### src/rtl/lighting_pkg.sv
// Shared lighting controller definitions: state encodings and default constants.
package lighting_pkg;

  localparam int unsigned LIGHT_STATE_W       = 2;
  localparam int unsigned DEFAULT_RESET_STATE = 0;
  localparam int unsigned DEFAULT_DWELL_W     = 8;

  // Lamp controller state encodings
  typedef enum logic [LIGHT_STATE_W-1:0] {
    IDLE      = 2'd0,
    ON        = 2'd1,
    DIM       = 2'd2,
    OFF_DELAY = 2'd3
  } light_state_e;

endpackage

### src/rtl/sat_counter.sv
// Saturating up-counter with synchronous clear; sat decodes the registered count.
module sat_counter #(
  parameter int unsigned WIDTH = 8
) (
  input  logic             Clock,
  input  logic             Reset,
  input  logic             clr,
  input  logic             inc,
  output logic [WIDTH-1:0] count,
  output logic             sat
);

  logic [WIDTH-1:0] count_q;
  logic [WIDTH-1:0] count_d;

  // Next count: clear wins, increment stops at all-ones
  always_comb begin
    count_d = count_q;
    if (clr) begin
      count_d = '0;
    end else if (inc && !(&count_q)) begin
      count_d = count_q + WIDTH'(1);
    end
  end

  // Count register
  always_ff @(posedge Clock or posedge Reset) begin
    if (Reset) begin
      count_q <= '0;
    end else begin
      count_q <= count_d;
    end
  end

  assign count = count_q;
  assign sat   = &count_q;

endmodule

### src/rtl/lighting_state_reg.sv
// Registered half of a lighting FSM: enable, sync clear, illegal recovery,
// previous-state tracking, change pulse and saturating dwell counter.
module lighting_state_reg
  import lighting_pkg::*;
#(
  parameter int unsigned STATE_W     = LIGHT_STATE_W,
  parameter int unsigned NUM_STATES  = 4,
  parameter int unsigned RESET_STATE = DEFAULT_RESET_STATE,
  parameter int unsigned DWELL_W     = DEFAULT_DWELL_W
) (
  input  logic               Clock,
  input  logic               Reset,
  input  logic               Enable,
  input  logic               Sync_Clear,
  input  logic [STATE_W-1:0] Next_State,
  output logic [STATE_W-1:0] Present_State,
  output logic [STATE_W-1:0] Previous_State,
  output logic               State_Changed,
  output logic [DWELL_W-1:0] Dwell_Count,
  output logic               Dwell_Sat,
  output logic               Illegal
);

  // Parameter legality checks at elaboration
  if (STATE_W < 1 || STATE_W > 31) begin : g_bad_state_w
    $error("lighting_state_reg: STATE_W must be 1..31");
  end
  if (NUM_STATES < 1 || 64'(NUM_STATES) > (64'(1) << STATE_W)) begin : g_bad_num_states
    $error("lighting_state_reg: NUM_STATES must be 1..2**STATE_W");
  end
  if (RESET_STATE >= NUM_STATES) begin : g_bad_reset_state
    $error("lighting_state_reg: RESET_STATE must be below NUM_STATES");
  end
  if (DWELL_W < 1) begin : g_bad_dwell_w
    $error("lighting_state_reg: DWELL_W must be at least 1");
  end

  localparam logic [STATE_W-1:0] RST_ENC = STATE_W'(RESET_STATE);

  logic [STATE_W-1:0] present_q, present_d;
  logic [STATE_W-1:0] previous_q, previous_d;
  logic               changed_q, changed_d;
  logic               illegal_q, illegal_d;
  logic               next_legal;
  logic [STATE_W-1:0] cand;
  logic               dwell_clr;
  logic               dwell_inc;

  // Out-of-range requests fall back to the reset state
  assign next_legal = (32'(Next_State) < NUM_STATES);
  assign cand       = next_legal ? Next_State : RST_ENC;

  // Next-state and dwell control, Sync_Clear over Enable
  always_comb begin
    present_d  = present_q;
    previous_d = previous_q;
    changed_d  = 1'b0;
    illegal_d  = illegal_q;
    dwell_clr  = 1'b0;
    dwell_inc  = 1'b0;
    if (Sync_Clear) begin
      present_d  = RST_ENC;
      previous_d = present_q;
      changed_d  = (present_q != RST_ENC);
      illegal_d  = 1'b0;
      dwell_clr  = 1'b1;
    end else if (Enable) begin
      illegal_d = illegal_q | ~next_legal;
      if (cand != present_q) begin
        present_d  = cand;
        previous_d = present_q;
        changed_d  = 1'b1;
        dwell_clr  = 1'b1;
      end else begin
        dwell_inc = 1'b1;
      end
    end
  end

  // State, history and flag registers
  always_ff @(posedge Clock or posedge Reset) begin
    if (Reset) begin
      present_q  <= RST_ENC;
      previous_q <= RST_ENC;
      changed_q  <= 1'b0;
      illegal_q  <= 1'b0;
    end else begin
      present_q  <= present_d;
      previous_q <= previous_d;
      changed_q  <= changed_d;
      illegal_q  <= illegal_d;
    end
  end

  sat_counter #(
    .WIDTH (DWELL_W)
  ) u_dwell (
    .Clock (Clock),
    .Reset (Reset),
    .clr   (dwell_clr),
    .inc   (dwell_inc),
    .count (Dwell_Count),
    .sat   (Dwell_Sat)
  );

  assign Present_State  = present_q;
  assign Previous_State = previous_q;
  assign State_Changed  = changed_q;
  assign Illegal        = illegal_q;

endmodule

### config.mk
export PLATFORM = sky130hd
export DESIGN_NAME = lighting_state_reg
export DESIGN_NICKNAME = d
export VERILOG_FILES = /design/src/rtl/lighting_pkg.sv /design/src/rtl/sat_counter.sv /design/src/rtl/lighting_state_reg.sv
export SDC_FILE = /design/constraint.sdc
export NUM_CORES = 1
export LEC_CHECK = 0
export BUFFER_PORTS_ARGS = -buffer_cell sky130_fd_sc_hd__buf_2
export CAP_MARGIN = 20
export CORE_UTILIZATION = 50
export CTS_BUF_LIST = sky130_fd_sc_hd__clkbuf_8
export CTS_CLUSTER_DIAMETER = 100
export DETAILED_ROUTE_END_ITERATION = 10
export GPL_TIMING_DRIVEN = 1
export PLACE_DENSITY = 0.78
export SLEW_MARGIN = 5
export SYNTH_ARGS = -nofsm -noshare
export SYNTH_HDL_FRONTEND = slang
export SYNTH_SLANG_ARGS = --single-unit
### constraint.sdc
create_clock -name Clock -period 3.6 [get_ports Clock]
set_input_delay 0.9 -clock Clock [delete_from_list [all_inputs] [get_ports Clock]]
set_output_delay 0.9 -clock Clock [all_outputs]
set_load 0.05 [all_outputs]
* After elaboration in Yosys (flattened, before gate mapping)
Index checks and enable logic that the tools add are counted.
** Storage, ports and cells
- Flip-flop bits (word level) :: 13
- Word-level logic and storage cells :: 29
- Output and inout port bits :: 15
- Bits of input ports :: 6
** Operators by class
- Equality and inequality tests :: 1
- Reductions and logical operators :: 8
- Multiplexer cells :: 15
- $add $sub $neg :: 1
** Operators with widths (number)
- $mux 8 :: 2
- $mux 2 :: 6
- $add 8x1->8 const B :: 1
- $reduce_and 8->1 :: 1
- $reduce_bool 2->1 :: 4
- $mux 1 :: 7
- $ne 2x2->1 :: 1
- $reduce_and 2->1 :: 1
- $logic_and 1x1->1 :: 1
- $logic_not 1->1 :: 1

* Logic depth before layout (Yosys ltp)
Gate-level depths: netlist (run 1).
- Depth after elaboration :: 7
- Depth in mapped cells :: 5

* Cells and area by module
A second synthesis (run 1) with hierarchy kept.
** Unflattened totals
- Cells, all modules :: 88
- Area, all modules :: 825.8 sq um
** By module, submodules not included
- sat_counter :: cells an instance 46, times used 1, seq. area each 200.2 sq um, area each 471.7 sq um
- lighting_state_reg :: cells an instance 42, times used 1, seq. area each 125.1 sq um, area each 354.1 sq um

* Worst setup path after synthesis (run 1)
OpenSTA, ideal clock, no wires.
- Path kind :: register -> output
- Start :: register u_dwell.count_q[3], in the netlist u_dwell.count[3]
- End :: output port Dwell_Sat
- Data arrival time :: 1.349 ns
- Cell stages (with the launch flop) :: 3
- Path slack :: 1.351 ns
- Data required time :: 2.700 ns
- Path through :: dfrtp_1 and4_4 and4_4
** On the way
- Longest elaborated chain between the ends :: 1
** RTL lines
- from (decl) :: RTL line sat_counter.sv:13 : logic [WIDTH-1:0] count_q;
- from (signal assigned) :: RTL line sat_counter.sv:31 : count_q <= count_d;
- $reduce_and 8->1 :: RTL line sat_counter.sv:36 : assign sat = &count_q;
- to (decl) :: RTL line lighting_state_reg.sv:20 : output logic Dwell_Sat,
Every way passes these cells.

* Final worst setup path (run 1)
- Start :: register u_dwell.count_q[0], in the netlist u_dwell.count[0]
- End :: output port Dwell_Sat
The elaborated chain is that of the path after synthesis.

==> results of run 1 <==
path summary, 6_finish.rpt:
kind | startpoint | to | slack, ps | cells past startpoint
max in group asynchronous | Reset | u_dwell.count[6]$_DFFE_PP0P_ | 2600 | 2
worst max register to register | Present_State[1]$_DFFE_PP0P_ | Previous_State[0]$_DFFE_PP0P_ | 1980 | 4
worst min register to register | Previous_State[1]$_DFFE_PP0P_ | Previous_State[1]$_DFFE_PP0P_ | 510 | 1
min in group asynchronous | Reset | Present_State[1]$_DFFE_PP0P_ | 670 | 2
worst min-delay path | Previous_State[1]$_DFFE_PP0P_ | Previous_State[1]$_DFFE_PP0P_ | 510 | 1
worst max-delay path | u_dwell.count[0]$_DFFE_PP0P_ | Dwell_Sat | 1220 | 3
where the power goes:
group / total [mW] / internal, mW / leakage [nW] / switching, mW
clock network: 0.130 / 0.0765 / 0.0255 / 0.0538
logic: 0.0547 / 0.0149 / 0.243 / 0.0398
registers: 0.155 / 0.151 / 0.177 / 0.00424
cell families after synthesis:
logic type                 count (synthesis)  share of synthesized area, %
and+or+nand+nor                           29                          24.5
muxes                                      4                          6.18
adders and majority gates                  1                          1.82
other                                      1                         0.545
xor gates and xnor gates                   4                          5.09
DFF                                       13                          47.3
buffers and inverters                      3                          2.36
AOI/OAI and AO/OA                         13                          12.2
stage by stage:
step,setup WS (ps),std cells
after floorplan,1350,68
after global placement,1460,100
after detailed placement,1460,100
after CTS,1210,104
after global routing,1140,104
final,1220,104
flip-flops by register name (all words and copies together) (netlist names):
name	cells
State_Changed	1
u_dwell.count	8
Present_State	2
Previous_State	2
cells in the mapped netlist, drive strengths merged:
library cell	number	area (µm²)
a211oi	1	7.51
a21o	1	7.51
a21oi	6	30.0
a31o	1	8.76
and3	1	6.26
and3b	1	8.76
and4	2	22.5
and4b	1	10.0
buf	2	12.5
conb	1	3.75
dfrtp	13	325
ha	1	12.5
inv	1	3.75
mux2	2	22.5
mux2i	2	20.0
nand2	3	11.3
nand3	4	20.0
nand4	3	18.8
nor2	5	18.8
nor3	5	25.0
nor4	2	12.5
o211a	2	20.0
o21ai	2	10.0
or3	1	6.26
or3b	1	8.76
xnor2	2	17.5
xor2	2	17.5
area by class of cell:
type | count | area share [%]
Multi-Input combinational cell | 52 | 41.5
Sequential cell | 13 | 38.9
Tap cell | 15 | 2.25
Timing Repair Buffer | 19 | 11.4
Clock inverter | 1 | 0.599
Clock buffer | 3 | 4.94
Inverter | 1 | 0.449
metal layers:
layer / track usage, % / vias up / share of wire (%)
li1: - / 294 / -
met1: 27.2 / 289 / 45
met2: 37.1 / 21 / 48
met3: 5.20 / 4 / 5.3
met4: 12.9 / 0 / 1.8
met5: 0 / - / 0
==> results.ini, run 1 <==
[status]
status = finished, final reports clean

[routing]
vias = 608
wl_um = 1450
firstDrtPassIters = 4
ant_nets = 0
drt-initial-drc-count = 18
avgRoutedWirePerCell_um = 13.9
route.detailed.drc = 0
via_per_inst = 5.85

[synthesis]
syn_area_per_cell_um2 = 10.1
ys_types = 28
synthesis.nets = 75
ys_seq_area_share_pct = 47.3
synth-seq-cells = 13
synth_area_um2 = 688
synthCells = 68
yosysWarnings = 0

[timing]
fin_crit_ps = 2380
maxSlewViolCount = 0
fin_crit_sh_pct = 66.1
finalClockSkew_ps = 4.08
whs_ps = 512
finalSetupViolations = 0
fmax_mhz = 420
rsz0062_at_grt = false
fin_tns_setup_ps = 0
hold_viol_final = 0

[clock_network]
htreeDepth = 1
ctsResizeCount = 0
cts_tree = yes
cts_buffers = 3
cts_hold_buffers = 0
clock_latency_ps = 240
cts_root_buffer = clkbuf_8
clkSinkCount = 13
cts_setup_buffers = 0
cts_max_path_buffers = 2
path_clk_slew_ps = 60

[cells_and_area]
regArea_um2 = 325
nNetsFinal = 97
area_growth_pct = 21.5
drive_gt1_share_pct = 31.5
final_cell_mix = buf_2, dfrtp_1, a21oi_1, nor2_1, nor3_1
nFillCells = 111
utilization_pct = 65.0
final_common_cell = buf_2
n_antenna_cell = 0
final_area_um2 = 836
multi_input_area_um2 = 347

[worst_setup_path]
slowest_stage = dfrtp_1
arrival_ps = 1480
cp_num_buf_inv = 1
end_kind = primary output
crit_path_cell_trace = ha_1 -> and4_4 -> buf_2
crit_type = reg2out
path_max_fanout = 7
crit_family = flip-flops
required_ps = 2700
max_stage_delay_ps = 400
cp-start-kind = flop

[placement]
io_buffers = 19
place_congestion = 0.824
place_area_um2 = 790

[global_routing]
grt_pass1_vias = 539
grt_max_degree = 14
track_usage_pct = 22.8
antenna_found_initial = 0
grt_pass1_wl_um = 2290
grt_overflow = 0

[power]
finalPower_mw = 0.340
pwr_density_cell_mw_per_mm2 = 407
vdd_drop_max_mv = 0.334
power.leakage_nw = 0.445

[hold_path]
hold_class = reg2reg

[floorplan]
pin_count = 21
start_util_pct = 53.6
num_rows = 13
die_w_um = 39.1
fp.dieH_um = 39.1
dieArea_mm2 = 0.00153
core-area_mm2 = 0.00128

[job]
cap_viol_max_count = 0

Note: power is estimated with default switching activity, not from simulation.
==> run 2, diff against run 1 <==
CORE_UTILIZATION = 46   (was 50)
PLACE_DENSITY = 0.76   (was 0.78)
clock period = 2.1 ns   (was 3.6 ns; I/O delays follow)
==> results.ini, run 2 (same netlist as run 1, synthesis figures left out) <==
[global_routing]
grt_pass1_vias = 551
grt_max_degree = 14
grt_overflow = 0
antenna_found_initial = 0
grt_pass1_wl_um = 2460
track_usage_pct = 23.7

[floorplan]
num_rows = 13
die_w_um = 40.7
pin_count = 21
dieArea_mm2 = 0.00165
fp.dieH_um = 40.7
core-area_mm2 = 0.00135
start_util_pct = 51.0

[cells_and_area]
fin_cells = 104
n_antenna_cell = 0
final_cell_mix = buf_2, dfrtp_1, a21oi_1, nor2_1, nor3_1
final_common_cell = buf_2
multi_input_area_um2 = 349
nNetsFinal = 97
final_area_um2 = 837
drive_gt1_share_pct = 31.5
area_growth_pct = 21.6
utilization_pct = 62.0
regArea_um2 = 325
nFillCells = 122
largest_reg_flops = 8

[routing]
avgRoutedWirePerCell_um = 15.1
drt-initial-drc-count = 22
via_per_inst = 6.04
firstDrtPassIters = 4
route.detailed.drc = 0
ant_nets = 0
vias = 628
wl_um = 1570

[power]
finalPower_mw = 0.576
power.leakage_nw = 0.443
vdd_drop_max_mv = 0.467
pwr_density_cell_mw_per_mm2 = 689

[worst_setup_path]
path_max_fanout = 5
reg2reg_setup_slack_ps = 520
reg2reg_depth = 4
crit_type = reg2out
arrival_ps = 1460
cp-start-kind = flop
required_ps = 1570
end_kind = primary output

[clock_network]
cts_root_buffer = clkbuf_8
path_clk_slew_ps = 50
ctsResizeCount = 0
cts_max_path_buffers = 2
clkSinkCount = 13
cts_tree = yes
cts_setup_buffers = 0
clock_latency_ps = 240
cts_buffers = 3
cts_hold_buffers = 0
htreeDepth = 1

[hold_path]
hold_class = in2async

[timing]
maxSlewViolCount = 0
finalSetupViolations = 0
hold_viol_final = 0
whs_ps = 300
finalClockSkew_ps = 0.976
fin_tns_setup_ps = 0
layout_setup_ws_ps = 113
fmax_mhz = 503
fin_crit_ps = 1990
rsz0062_at_grt = false
fin_crit_sh_pct = 94.6

[status]
status = finished, final reports clean

[placement]
place_congestion = 0.766
dp_hpwl_um = 1140
place_inst = 100
io_buffers = 19
place_area_um2 = 790
place_ws_ps = 359

[job]
cap_viol_max_count = 0

## run 2: cell types whose count changed in the layout (fill, tap and decap cells not counted)
cell / before / now
clkinv_2: 1 / 0
ha_2: 0 / 1
inv_1: 1 / 2
ha_1: 1 / 0
## run 2: area by class of cell
class	instances	area share (%)
flip-flops and latches	13	38.9
inverters	1	0.448
clock buffers	3	4.93
multi-input cells	52	41.7
well taps	15	2.24
repair buffers	19	11.4
clock inverters	1	0.448
## run 2: worst paths after layout
| path | start | end |
|---|---|---|
| max | u_dwell.count[5]$_DFFE_PP0P_ | Dwell_Sat |
| max in group asynchronous | Reset | u_dwell.count[6]$_DFFE_PP0P_ |
| min reg2reg | Previous_State[0]$_DFFE_PP0P_ | Previous_State[0]$_DFFE_PP0P_ |
| max reg2reg | Present_State[1]$_DFFE_PP0P_ | Previous_State[0]$_DFFE_PP0P_ |
| min in group Clock | Previous_State[0]$_DFFE_PP0P_ | Previous_State[0]$_DFFE_PP0P_ |
| min | Reset | Previous_State[0]$_DFFE_PP0P_ |
## run 2: routing by layer
metal / share of wire (%) / up-vias / GRT usage [%]
li1: - / 299 / -
met1: 46 / 294 / 29.3
met2: 48 / 33 / 36.5
met3: 5.4 / 2 / 6.52
met4: 0.57 / 0 / 14.2
met5: 0 / - / 0
## run 2: critical path, cell delays in order (launching register included)
cell	delay, ps
dfrtp_1	420
and4_4	280
and4_4	260
buf_2	270
## run 2: where the power goes
group	switching (mW)	internal [mW]	leakage, nW
clock network	0.0856	0.129	0.0269
logic	0.0700	0.0259	0.240
registers	0.00703	0.259	0.177
total	0.163	0.414	0.443
==> run 3, diff against run 2 <==
PLACE_DENSITY = 0.75   (was 0.76)
==> results.ini, run 3 (same netlist as run 1, synthesis figures left out) <==
[status]
status = finished, final reports clean

[routing]
drt-initial-drc-count = 5
wl_um = 1460
via_per_inst = 5.70
vias = 593
ant_nets = 0
route.detailed.drc = 0
firstDrtPassIters = 4
avgRoutedWirePerCell_um = 14.0

[floorplan]
dieArea_mm2 = 0.00165
num_rows = 13
pin_count = 21
core-area_mm2 = 0.00135
fp.dieH_um = 40.7
start_util_pct = 51.0
die_w_um = 40.7

[cells_and_area]
n_antenna_cell = 0
fin_cells = 104
final_cell_mix = buf_2, dfrtp_1, a21oi_1, nor2_1, nor3_1
area_growth_pct = 21.6
nNetsFinal = 97
drive_gt1_share_pct = 31.5
largest_reg_flops = 8
nFillCells = 128
final_common_cell = buf_2

[worst_setup_path]
arrival_ps = 1470
path_max_fanout = 6
cp-start-kind = flop
crit_path_cell_trace = and4_4 -> and4_4 -> buf_2
required_ps = 1570
end_kind = primary output
crit_type = reg2out
crit_top_cell = and4_4
max_stage_delay_ps = 440
slowest_stage = dfrtp_1

[timing]
fmax_mhz = 502
finalSetupViolations = 0
fin_crit_ps = 1990
rsz0062_at_grt = false
tightest_slew_ps = 499
fin_tns_setup_ps = 0
hold_viol_final = 0
fin_crit_sh_pct = 94.9
finalClockSkew_ps = 0.444
maxSlewViolCount = 0
slew-limit-headroom_pct = 66.7

[clock_network]
htreeDepth = 1
cts_root_buffer = clkbuf_8
clkSinkCount = 13
cts_setup_buffers = 0
cts_buffers = 3
cts_tree = yes
clock_latency_ps = 240
path_clk_slew_ps = 50
cts_max_path_buffers = 2

[placement]
place_inst = 100
io_buffers = 19
place_congestion = 0.788

[global_routing]
grt_overflow = 0
track_usage_pct = 21.1
grt_pass1_vias = 512
antenna_found_initial = 0
grt_max_degree = 14
grt_pass1_wl_um = 2170

[power]
power.leakage_nw = 0.443
pwr_density_cell_mw_per_mm2 = 694
vdd_drop_max_mv = 0.449

[hold_path]
hold_class = in2async

[job]
cap_viol_max_count = 0

-- run 3: cell counts in the layout (fill, tap and decap cells not counted) --
Identical to the previous run, type by type.
-- run 3: final timing paths --
kind	start	endpoint	slack (ps)	cells after the start
worst min register to register	Previous_State[1]$_DFFE_PP0P_	Previous_State[1]$_DFFE_PP0P_	510	1
max in group asynchronous	Reset	Previous_State[0]$_DFFE_PP0P_	1470	2
worst min-delay path	Reset	Previous_State[1]$_DFFE_PP0P_	300	2
min in group Clock	Previous_State[1]$_DFFE_PP0P_	Previous_State[1]$_DFFE_PP0P_	510	1
worst max register to register	Present_State[0]$_DFFE_PP0P_	Previous_State[0]$_DFFE_PP0P_	440	4
worst max-delay path	u_dwell.count[3]$_DFFE_PP0P_	Dwell_Sat	110	3
-- run 3: area by class of cell --
class                      instances  area [µm²]  area share [%]
multi-input combinational         52         349            41.7
inverter                           1        3.75           0.448
tap                               15        18.8            2.24
clock buffer                       3        41.3            4.93
clock inverter                     1        3.75           0.448
timing repair buffer              19        95.1            11.4
sequential                        13         325            38.9
-- run 3: report_power, final --
part | total [mW] | internal [mW] | switching, mW | leakage (nW)
Combinational | 0.0949 | 0.0258 | 0.0691 | 0.240
Clock | 0.220 | 0.129 | 0.0905 | 0.0269
Sequential | 0.266 | 0.259 | 0.00684 | 0.177
-- run 3: per-layer routing --
metal,routed length (µm),global-route usage [%]
met5,0,0
met4,19,10.8
met3,61,4.89
met2,682,35.7
met1,697,24.7
-- run 3: timing repair --
item,in CTS,in global routing
hold buffers,0,0
gates resized for setup,0,1
setup endpoints to repair,0,1
hold endpoints to repair,0,0
-- run 3: worst max-delay path, delay by kind of cell, from the launching register on --
kind / cells / cell delay, ps
buffers and inverters: 1 / 260
flip-flops: 1 / 440
AND/OR/NAND/NOR: 2 / 520
-- run 3: metrics by stage --
step	hold WS, ps	instance area [µm²]	setup slack (ps)	util [%]	total power, mW
after floorplan	402	688	226	-	0.342
after global placement	491	790	334	58.5	0.363
after detailed placement	495	790	337	58.5	0.365
after CTS	313	835	102	61.8	0.586
after global routing	352	837	47.6	62.0	0.603
final	296	837	107	62.0	0.581
